<file path="config.mk">
export PLATFORM = sky130hd
export DESIGN_NAME = rf_wb_arbiter
export DESIGN_NICKNAME = d
export VERILOG_FILES = /design/src/rtl/cpu_pkg.sv /design/src/rtl/wb_fifo.sv /design/src/rtl/rf_wb_arbiter.sv
export SDC_FILE = /design/constraint.sdc
export NUM_CORES = 1
export LEC_CHECK = 0
export BUFFER_PORTS_ARGS = -buffer_cell sky130_fd_sc_hd__buf_2
export CAP_MARGIN = 20
export CORE_AREA = 2 2 81 161
export DETAILED_ROUTE_END_ITERATION = 10
export DIE_AREA = 0 0 83 163
export GPL_TIMING_DRIVEN = 0
export PLACE_DENSITY = 0.72
export SYNTH_ARGS = -nofsm -noshare
export SYNTH_HDL_FRONTEND = slang
export SYNTH_HIERARCHICAL = 1
export SYNTH_SLANG_ARGS = --single-unit
</file>
<file path="constraint.sdc">
create_clock -name clk -period 4.84 [get_ports clk]
set_clock_uncertainty 0.05 [all_clocks]
set_input_delay 0.968 -clock clk [delete_from_list [all_inputs] [get_ports clk]]
set_output_delay 0.968 -clock clk [all_outputs]
set_load 0.02 [all_outputs]
</file>
<file path="src/rtl/cpu_pkg.sv">
// Shared CPU-wide widths plus the write-back queue entry type.
package cpu_pkg;
  localparam int unsigned XLEN     = 32;
  localparam int unsigned REG_AW   = 5;
  localparam int unsigned NUM_REGS = 32;

  typedef logic [REG_AW-1:0] reg_addr_t;
  typedef logic [XLEN-1:0]   word_t;

  typedef struct packed {
    logic      live;
    reg_addr_t rd;
    word_t     data;
  } wb_entry_t;

  function automatic logic [NUM_REGS-1:0] reg_onehot(input reg_addr_t rd);
    reg_onehot     = '0;
    reg_onehot[rd] = 1'b1;
  endfunction
endpackage

</file>
<file path="src/rtl/wb_fifo.sv">
// Circular queue of divider results with per-entry live bits that a younger
// pipeline write can clear by destination register.
module wb_fifo
  import cpu_pkg::*;
#(
  parameter int unsigned DEPTH = 2
) (
  input  logic                     clk,
  input  logic                     rst,
  input  logic                     push,
  input  reg_addr_t                push_rd,
  input  word_t                    push_data,
  input  logic                     pop,
  input  logic                     squash_en,
  input  reg_addr_t                squash_rd,
  output logic                     head_valid,
  output logic                     head_live,
  output reg_addr_t                head_rd,
  output word_t                    head_data,
  output logic [$clog2(DEPTH):0]   count,
  output logic [NUM_REGS-1:0]      live_mask
);
  localparam int unsigned PW = $clog2(DEPTH);
  localparam int unsigned CW = PW + 1;
  localparam logic [PW-1:0] PTR_ONE = 1;
  localparam logic [CW-1:0] CNT_ONE = 1;

  logic [PW-1:0] head_ptr;
  logic [PW-1:0] tail_ptr;
  logic [CW-1:0] cnt;
  wb_entry_t     mem [DEPTH];

  // Squash is applied before the push so the entry written this cycle stays live;
  // popped slots are cleared so unoccupied entries never contribute to live_mask.
  always_ff @(posedge clk) begin
    if (rst) begin
      head_ptr <= '0;
      tail_ptr <= '0;
      cnt      <= '0;
      for (int unsigned i = 0; i < DEPTH; i++) mem[i].live <= 1'b0;
    end else begin
      for (int unsigned i = 0; i < DEPTH; i++)
        if (squash_en && mem[i].rd == squash_rd) mem[i].live <= 1'b0;
      if (pop) begin
        mem[head_ptr].live <= 1'b0;
        head_ptr           <= head_ptr + PTR_ONE;
      end
      if (push) begin
        mem[tail_ptr] <= '{live: 1'b1, rd: push_rd, data: push_data};
        tail_ptr      <= tail_ptr + PTR_ONE;
      end
      case ({push, pop})
        2'b10:   cnt <= cnt + CNT_ONE;
        2'b01:   cnt <= cnt - CNT_ONE;
        default: cnt <= cnt;
      endcase
    end
  end

  assign head_valid = (cnt != '0);
  assign head_live  = mem[head_ptr].live;
  assign head_rd    = mem[head_ptr].rd;
  assign head_data  = mem[head_ptr].data;
  assign count      = cnt;

  always_comb begin
    live_mask = '0;
    for (int unsigned i = 0; i < DEPTH; i++)
      if (mem[i].live) live_mask = live_mask | reg_onehot(mem[i].rd);
  end
endmodule

</file>
<file path="src/rtl/rf_wb_arbiter.sv">
// Register-file write-port arbiter: pipeline write-back has priority, divider
// results wait in wb_fifo and drain when the port is free.
module rf_wb_arbiter
  import cpu_pkg::*;
#(
  parameter int unsigned DEPTH = 2
) (
  input  logic                   clk,
  input  logic                   rst,
  input  logic                   pipe_wr_en,
  input  logic [REG_AW-1:0]      pipe_rd,
  input  logic [XLEN-1:0]        pipe_data,
  input  logic                   div_valid,
  output logic                   div_ready,
  input  logic [REG_AW-1:0]      div_rd,
  input  logic [XLEN-1:0]        div_data,
  output logic                   RFWr,
  output logic [REG_AW-1:0]      WrDtAdr,
  output logic [XLEN-1:0]        WrDt,
  output logic [NUM_REGS-1:0]    busy_mask,
  output logic [$clog2(DEPTH):0] q_count
);
  localparam int unsigned CW = $clog2(DEPTH) + 1;
  localparam logic [CW-1:0] FULL = CW'(DEPTH);

  logic      push;
  logic      pop;
  logic      pipe_write;
  logic      head_valid;
  logic      head_live;
  reg_addr_t head_rd;
  word_t     head_data;
  logic      wr_en;
  reg_addr_t wr_rd;
  word_t     wr_data;

  assign div_ready  = (q_count != FULL);
  assign push       = div_valid && div_ready && (div_rd != '0);
  assign pipe_write = pipe_wr_en && (pipe_rd != '0);

  wb_fifo #(.DEPTH(DEPTH)) u_fifo (
    .clk        (clk),
    .rst        (rst),
    .push       (push),
    .push_rd    (div_rd),
    .push_data  (div_data),
    .pop        (pop),
    .squash_en  (pipe_write),
    .squash_rd  (pipe_rd),
    .head_valid (head_valid),
    .head_live  (head_live),
    .head_rd    (head_rd),
    .head_data  (head_data),
    .count      (q_count),
    .live_mask  (busy_mask)
  );

  // A pipeline request to x0 still owns the port, so the queue waits.
  always_comb begin
    wr_en   = 1'b0;
    wr_rd   = pipe_rd;
    wr_data = pipe_data;
    pop     = 1'b0;
    if (pipe_wr_en) begin
      wr_en = pipe_write;
    end else if (head_valid) begin
      pop     = 1'b1;
      wr_en   = head_live;
      wr_rd   = head_rd;
      wr_data = head_data;
    end
  end

  always_ff @(posedge clk) begin
    if (rst) begin
      RFWr    <= 1'b0;
      WrDtAdr <= '0;
      WrDt    <= '0;
    end else begin
      RFWr <= wr_en;
      if (wr_en) begin
        WrDtAdr <= wr_rd;
        WrDt    <= wr_data;
      end
    end
  end
endmodule

</file>
# Yosys cells after proc, flatten, opt, wreduce, memory -nomap -nowiden
# Memories as Yosys holds them, arrays and structs flattened. A register that Yosys moved wholly into a read port is not among the register bits.
# Index checks and enable logic that the tools add are counted.
# word_totals
mem_bits_rw	76
mem_count	1
ff_bits	42
output_inout_bits	73
input_bits	78
wordCells	71
# mem_list
name	depth	word_bits	read_ports	rd_clocked_by_memory_dff	write_ports	line	source
u_fifo.mem	2	38	3	1	3	wb_fifo.sv:31	wb_entry_t mem [DEPTH];
# classes
mux	36
n_bitwise	3
n_eq_ne	5
n_reduce_logical	12
n_addsub	4
order_cmp	4
# ops
operator	count
$mux W32	4
$mux W38	1
$reduce_or A38 Y1	1
$or A32 B32 Y32	1
$mux W1	25
$lt A5 B6 Y1 const B	2
$demux W1 S5	2
$eq A5 B5 Y1	2
$ge A5 B1 Y1 const B	2
$mux W5	2
$reduce_bool A5 Y1	2
$logic_and A1 B1 Y1	7
$pmux W2 S2	1
$reduce_bool A2 Y1	2
$add A1 B1 Y1 const B	2
$add A2 B1 Y2 const B	1
$eq A2 B1 Y1 const B	1
$eq A2 B2 Y1 const B	1
$mux W2	1
$ne A2 B2 Y1 const B	1
$or A1 B1 Y1	2
$sub A2 B1 Y2 const B	1

# Logic depth before layout (Yosys ltp)
# Gate-level depths: netlist of the first run.
# depth
word_depth	8
depth_mapped	8
mapped_depth_nobuf	8

# Modules after synthesis
# The synthesis of the first run kept the hierarchy.
# modules_own_cells
module	area_each_um2	seq_area_each_um2	cells_per_inst	n_inst
wb_fifo	3479.6	2362.3	227	1
rf_wb_arbiter	1940.6	760.7	186	1

# Worst setup path before layout of the first run
# No wires, ideal clock.
# synth_timing
path_kind	input -> register
startpoint	input div_rd[1]
endpoint	memory u_fifo/mem[0][37] in the netlist's numbering
cell_stages	5
arrival_time_ps	4619
required_ps	4704
setup_slack_ps	85
n_path_buf	0
setup_ps	86
path_cell_list	nor3_1 > a21oi_1 > nor3b_1 > nor4_1 > a31oi_1
# synth_rtl
element	line	source
start: declaration	rf_wb_arbiter.sv:15	input logic [REG_AW-1:0] div_rd,
end: declaration	wb_fifo.sv:31	

==> results.json, run 1 <==
{
  "status": "finished, final reports clean",
  "hp-class": "reg -> reg",
  "drive_above_1_share": 0.4381,
  "synthTopCellsByArea": "edfxtp_1 41%, dfxtp_1 17%, mux2_2 7.9%",
  "seqCellArea_um2": 3123,
  "start_util": 0.4368,
  "grt_max_degree": 22,
  "end_kind": "output port",
  "r2r_start": "u_fifo/count[0]",
  "clkSlewWorstSetupHoldPaths_ps": 50,
  "cts_tree": "built",
  "grt_pass1_vias": 4139,
  "post_cts_buffers": 0,
  "clk_latency_ps": 400,
  "wl_met2_um": 6535,
  "track_usage": 0.1940,
  "final-setup-viol-count": 0,
  "core_um2": 12410,
  "fmax_mhz": 343.0,
  "top_layer": "met4",
  "synthArstFlopShare": 0,
  "synth_top_cells_by_count": "74 x edfxtp_1, 45 x dfxtp_1, 39 x nor4_1",
  "cts_resized": 0,
  "drv_cap": 0,
  "synth_area_um2": 5420,
  "cp_max_fo": 8,
  "wl_met1_um": 5569,
  "top_level_ports": 151,
  "fin_util": 0.5631,
  "htree_levels": 4,
  "r2r-end": "u_fifo/mem[0][8]",
  "ys.warnings.count": 6,
  "worst-r2r-setup-slack_ps": 2240,
  "clock_path_buffers": 2,
  "synth_cells": 413,
  "die_w_um": 83,
  "dr.pass1.iters": 4,
  "synth_top_area_share": 0.4100,
  "root_buffer": "clkbuf_16",
  "vias_per_cell": 5.552,
  "yosys.area.top_type": "edfxtp_1",
  "drt-initial-drc-count": 218,
  "synth-main-ff-cell": "edfxtp_1",
  "tns_ps": 0,
  "die_area_um2": 13530,
  "dp_hpwl_um": 9276,
  "post_drt_wl_per_cell_um": 17.63,
  "drt_wl_total_um": 13190,
  "grt_pass1_wl_um": 20820,
  "post-route-min-period_ps": 2915,
  "n_antenna_cell": 0,
  "avgSynthCellArea_um2": 13.12,
  "rows": 58,
  "power_mw": 3.340,
  "multiInputGateArea_um2": 2116,
  "hold_viol_final": 0,
  "synth_edf_count": 74,
  "period_share": 0.6024,
  "synth_cell_type_count": 34,
  "cts_sinks": 119,
  "final_nets": 664,
  "crit_arrival_ps": 1900,
  "area_growth_pct": 28.92,
  "dr_total_vias": 4153,
  "final-max-slew-violation-count": 0,
  "worstSetupPathType": "reg -> out",
  "whs_path_depth": 2,
  "yosysMostFrequentCell": "edfxtp_1",
  "ir_drop_uv": 327.3,
  "r2r_cells": 6,
  "start_kind": "flop",
  "worst_pin_slew_ps": 975.0,
  "tritoncts.num_buffers": 17,
  "drc": 0,
  "ys_seq_elements": 119,
  "yosysSeqAreaShare": 0.5762,
  "dieHeight_um": 163,
  "min_from": "u_fifo/head_ptr",
  "relSlewSlack": 0.3471,
  "syn_nets": 492,
  "io_buffer_count": 149,
  "grt_antenna_before_repair": 0,
  "gp_congestion": 0.7403,
  "power_density_nw_per_um2": 477.9,
  "fill_cells": 1030,
  "critPathRequiredTime_ps": 3820,
  "met3_length_um": 847,
  "ctsHoldBuffers": 0,
  "antenna_left": 0,
  "overflow": 0,
  "rsz0062_at_grt": "false",
  "p_leak_nw": 2.700
}
## cell type report
class,instances,area share
Tap cell,150,0.02686
Sequential cell,119,0.4469
Clock inverter,10,0.01468
Inverter,2,0.001074
Multi-Input combinational cell,255,0.3028
Clock buffer,22,0.06643
Timing Repair Buffer,153,0.1155
Buffer,37,0.02578
## power by group
group | total, mW | leakage, nW | internal [mW] | switching, mW
logic | 0.872 | 1.37 | 0.378 | 0.494
clock network | 1.19 | 0.275 | 0.776 | 0.413
registers | 1.28 | 1.05 | 1.22 | 0.0634
total | 3.34 | 2.70 | 2.37 | 0.970
## metal layers
layer / up-vias / global-route usage
met5: - / 0
met4: 0 / 0.07601
met3: 24 / 0.05474
met2: 165 / 0.3149
met1: 1968 / 0.2448
li1: 1996 / -
## registers in the layout, summed over array words and instances, names as in the netlist, named ones only
signal and flops:
u_fifo/mem 76, u_fifo/count 2, u_fifo/tail_ptr 1, RFWr 1
WrDt 32, u_fifo/head_ptr 1, WrDtAdr 5
## layout by cell type (no fill, tap or decap), types with 3 or more instances in the layout
| cell type | n |
|---|---|
| edfxtp_1 | 74 |
| xor2_1 | 11 |
| a211oi_2 | 20 |
| nand2b_1 | 3 |
| a21oi_1 | 4 |
| nand3_1 | 4 |
| nor2_1 | 7 |
| mux2i_1 | 37 |
| nand3b_1 | 10 |
| mux2_2 | 38 |
| buf_6 | 5 |
| clkinv_2 | 4 |
| or3b_1 | 6 |
| o22ai_1 | 32 |
| clkbuf_1 | 19 |
| a211oi_1 | 17 |
| nor4_1 | 39 |
| nand2_1 | 4 |
| clkbuf_16 | 17 |
| buf_2 | 166 |
| dfxtp_1 | 45 |
| or3_1 | 5 |
| a31oi_1 | 4 |
## through the flow
step | worst slack (ps) | hold slack (ps) | cells | area (µm²)
after global routing | 1848 | 519.0 | 748 | 6988
after detailed placement | 1712 | 454.6 | 716 | 6421
final | 1925 | 463.8 | 748 | 6988
after floorplan | 85.11 | 432.4 | 413 | 5420
after CTS | 1948 | 463.9 | 748 | 6988
after global placement | -2186 | 443.9 | 712 | 6354
## kinds of logic after synthesis
logic type / after synthesis / synth area share
DFF: 119 / 0.5762
and+or+nand+nor: 85 / 0.09811
AOI/OAI and AO/OA: 81 / 0.1205
muxes: 75 / 0.1473
buffers and inverters: 39 / 0.03463
xor gates and xnor gates: 13 / 0.02101
adders and majority gates: 1 / 0.002308
## how the worst max path moves through the flow
stage,depth (start not counted),start,to
2_1_floorplan,5,div_rd[1],u_fifo/mem[0][37]
5_1_grt,4,u_fifo/mem[1][32],busy_mask[16]
3_5_place_dp,6,div_rd[1],u_fifo/mem[0][8]
6_report,4,u_fifo/mem[1][32],busy_mask[12]
3_3_place_gp,6,div_rd[1],u_fifo/mem[0][37]
4_1_cts,4,u_fifo/mem[1][32],busy_mask[12]
## critical path, stage by stage (launching register included)
cell and delay, ps:
edfxtp_1 480, or3b_1 410, clkbuf_1 230, o22ai_1 180, buf_2 190
Note: power is estimated with default switching activity, not from simulation.
==> run 2: changes to the inputs <==
PLACE_DENSITY = 0.69   (was 0.72)
clock period = 2.7 ns   (was 4.84 ns; I/O delays follow)
==> results.json, run 2 (synthesis results as in run 1) <==
{
  "status": "finished, final reports clean",
  "layout_common_cells": "166 x buf_2, 74 x edfxtp_1, 45 x dfxtp_1, 39 x nor4_1, 38 x mux2_2",
  "drive_above_1_share": 0.4389,
  "cts_tree": "built",
  "io_buffer_count": 149,
  "core_um2": 12410,
  "cp_num_buf_inv": 2,
  "rsz0062_at_grt": "false",
  "top_level_ports": 151,
  "drt_wl_total_um": 13300,
  "worst_pin_slew_ps": 811.1,
  "cts_resized": 0,
  "die_area_um2": 13530,
  "power_density_nw_per_um2": 872.8,
  "r2r_start": "u_fifo/count[0]",
  "dr.pass1.iters": 5,
  "final_common_cell": "buf_2",
  "grt_max_degree": 27,
  "clkSlewWorstSetupHoldPaths_ps": 50,
  "vias_per_cell": 5.647,
  "final-setup-viol-count": 0,
  "grt_antenna_before_repair": 0,
  "drc": 0,
  "rows": 58,
  "grt_pass1_vias": 4206,
  "root_buffer": "clkbuf_16",
  "dp_hpwl_um": 9457,
  "min_from": "div_data[0]",
  "post_drt_wl_per_cell_um": 17.81,
  "cp_max_fo": 8,
  "hp-class": "in -> reg",
  "fill_cells": 1089,
  "critPathSlowestCell": "edfxtp_1",
  "final_cell_area_um2": 7039,
  "tns_ps": 0,
  "clk_latency_ps": 400,
  "overflow": 0,
  "dp_slack_ps": 135.9,
  "post-route-min-period_ps": 2449,
  "critPathRequiredTime_ps": 2110,
  "tritoncts.num_buffers": 17,
  "n_antenna_cell": 0,
  "placed_area_um2": 6429,
  "ir_drop_uv": 624.0,
  "max_flop_register": "u_fifo/mem",
  "gp_congestion": 0.7071,
  "dr_total_vias": 4218,
  "fin_util": 0.5673,
  "crit_arrival_ps": 1860,
  "start_util": 0.4368,
  "end_kind": "output port",
  "critical_path.top_delay_family": "flip-flops",
  "final_nets": 663,
  "grt_pass1_wl_um": 21160,
  "ctsHoldBuffers": 0,
  "start_kind": "flop",
  "track_usage": 0.1980,
  "final-max-slew-violation-count": 0,
  "largest_registers": "u_fifo/mem (76), WrDt (32), WrDtAdr (5)",
  "worstSetupPathType": "reg -> out",
  "largest_register_ffs": 76,
  "crit_start": "u_fifo/mem[1][32]",
  "period_share": 0.9069,
  "post_cts_buffers": 0,
  "p_leak_nw": 2.719,
  "dieHeight_um": 163,
  "worst_slack_ps": 251.5,
  "clock_path_buffers": 2,
  "fmax_mhz": 408.4,
  "htree_levels": 4,
  "relSlewSlack": 0.4587,
  "drt-initial-drc-count": 186,
  "slowest_delay_ps": 500,
  "worstPathCellList": "or3b_1 -> clkbuf_1 -> o22ai_1 -> buf_2",
  "drv_cap": 0,
  "area_growth_pct": 29.87,
  "antenna_left": 0,
  "cts_sinks": 119,
  "hold_viol_final": 0,
  "die_w_um": 83
}
==> run 2: per-stage QoR <==
stage	power (mW)	cells	hold WS, ps
2_1_floorplan	3.432	413	432.4
5_1_grt	6.413	747	262.7
4_1_cts	6.195	747	262.7
3_5_place_dp	3.912	715	460.5
3_3_place_gp	3.847	712	443.5
6_report	6.144	747	278.0
==> run 2: path summary, 6_finish.rpt <==
check / endpoint / slack [ps] / depth (start not counted)
max: busy_mask[0] / 250 / 4
min reg2reg: flop / 490 / 2
max reg2reg: u_fifo/mem[0][22] / 270 / 6
min: u_fifo/mem[1][0] / 280 / 1
==> run 2: area by class of cell <==
| type | instances | area (µm²) | area share |
|---|---|---|---|
| plain buffers | 37 | 180.2 | 0.02560 |
| clock buffers | 23 | 488.0 | 0.06932 |
| clock inverters | 9 | 122.6 | 0.01742 |
| inverters | 2 | 7.507 | 0.001066 |
| multi-input cells | 255 | 2122 | 0.3015 |
| flip-flops and latches | 119 | 3123 | 0.4437 |
| well taps | 150 | 187.7 | 0.02666 |
| repair buffers | 152 | 808.3 | 0.1148 |
==> run 2: per-layer routing <==
| layer | vias up | global-route usage | part of all wire |
|---|---|---|---|
| met3 | 13 | 0.05119 | 0.073 |
| met1 | 2015 | 0.2544 | 0.41 |
| met2 | 190 | 0.3237 | 0.51 |
| met5 | - | 0 | 0 |
| met4 | 0 | 0.07004 | 0.012 |
| li1 | 2000 | - | - |
==> run 2: where the power goes <==
group | total, mW | switching [mW] | leakage, nW | internal (mW)
clock network | 2.27 | 0.730 | 0.294 | 1.54
registers | 2.30 | 0.120 | 1.05 | 2.18
logic | 1.58 | 0.892 | 1.37 | 0.684
total | 6.14 | 1.74 | 2.72 | 4.40
==> run 2: worst register-to-register path, cell delays in order (launching register included) <==
cell and delay [ps]:
dfxtp_1 410, nand2b_1 150, nand2_1 60, a21oi_1 270, nor3b_4 750, buf_8 260
buf_16 180
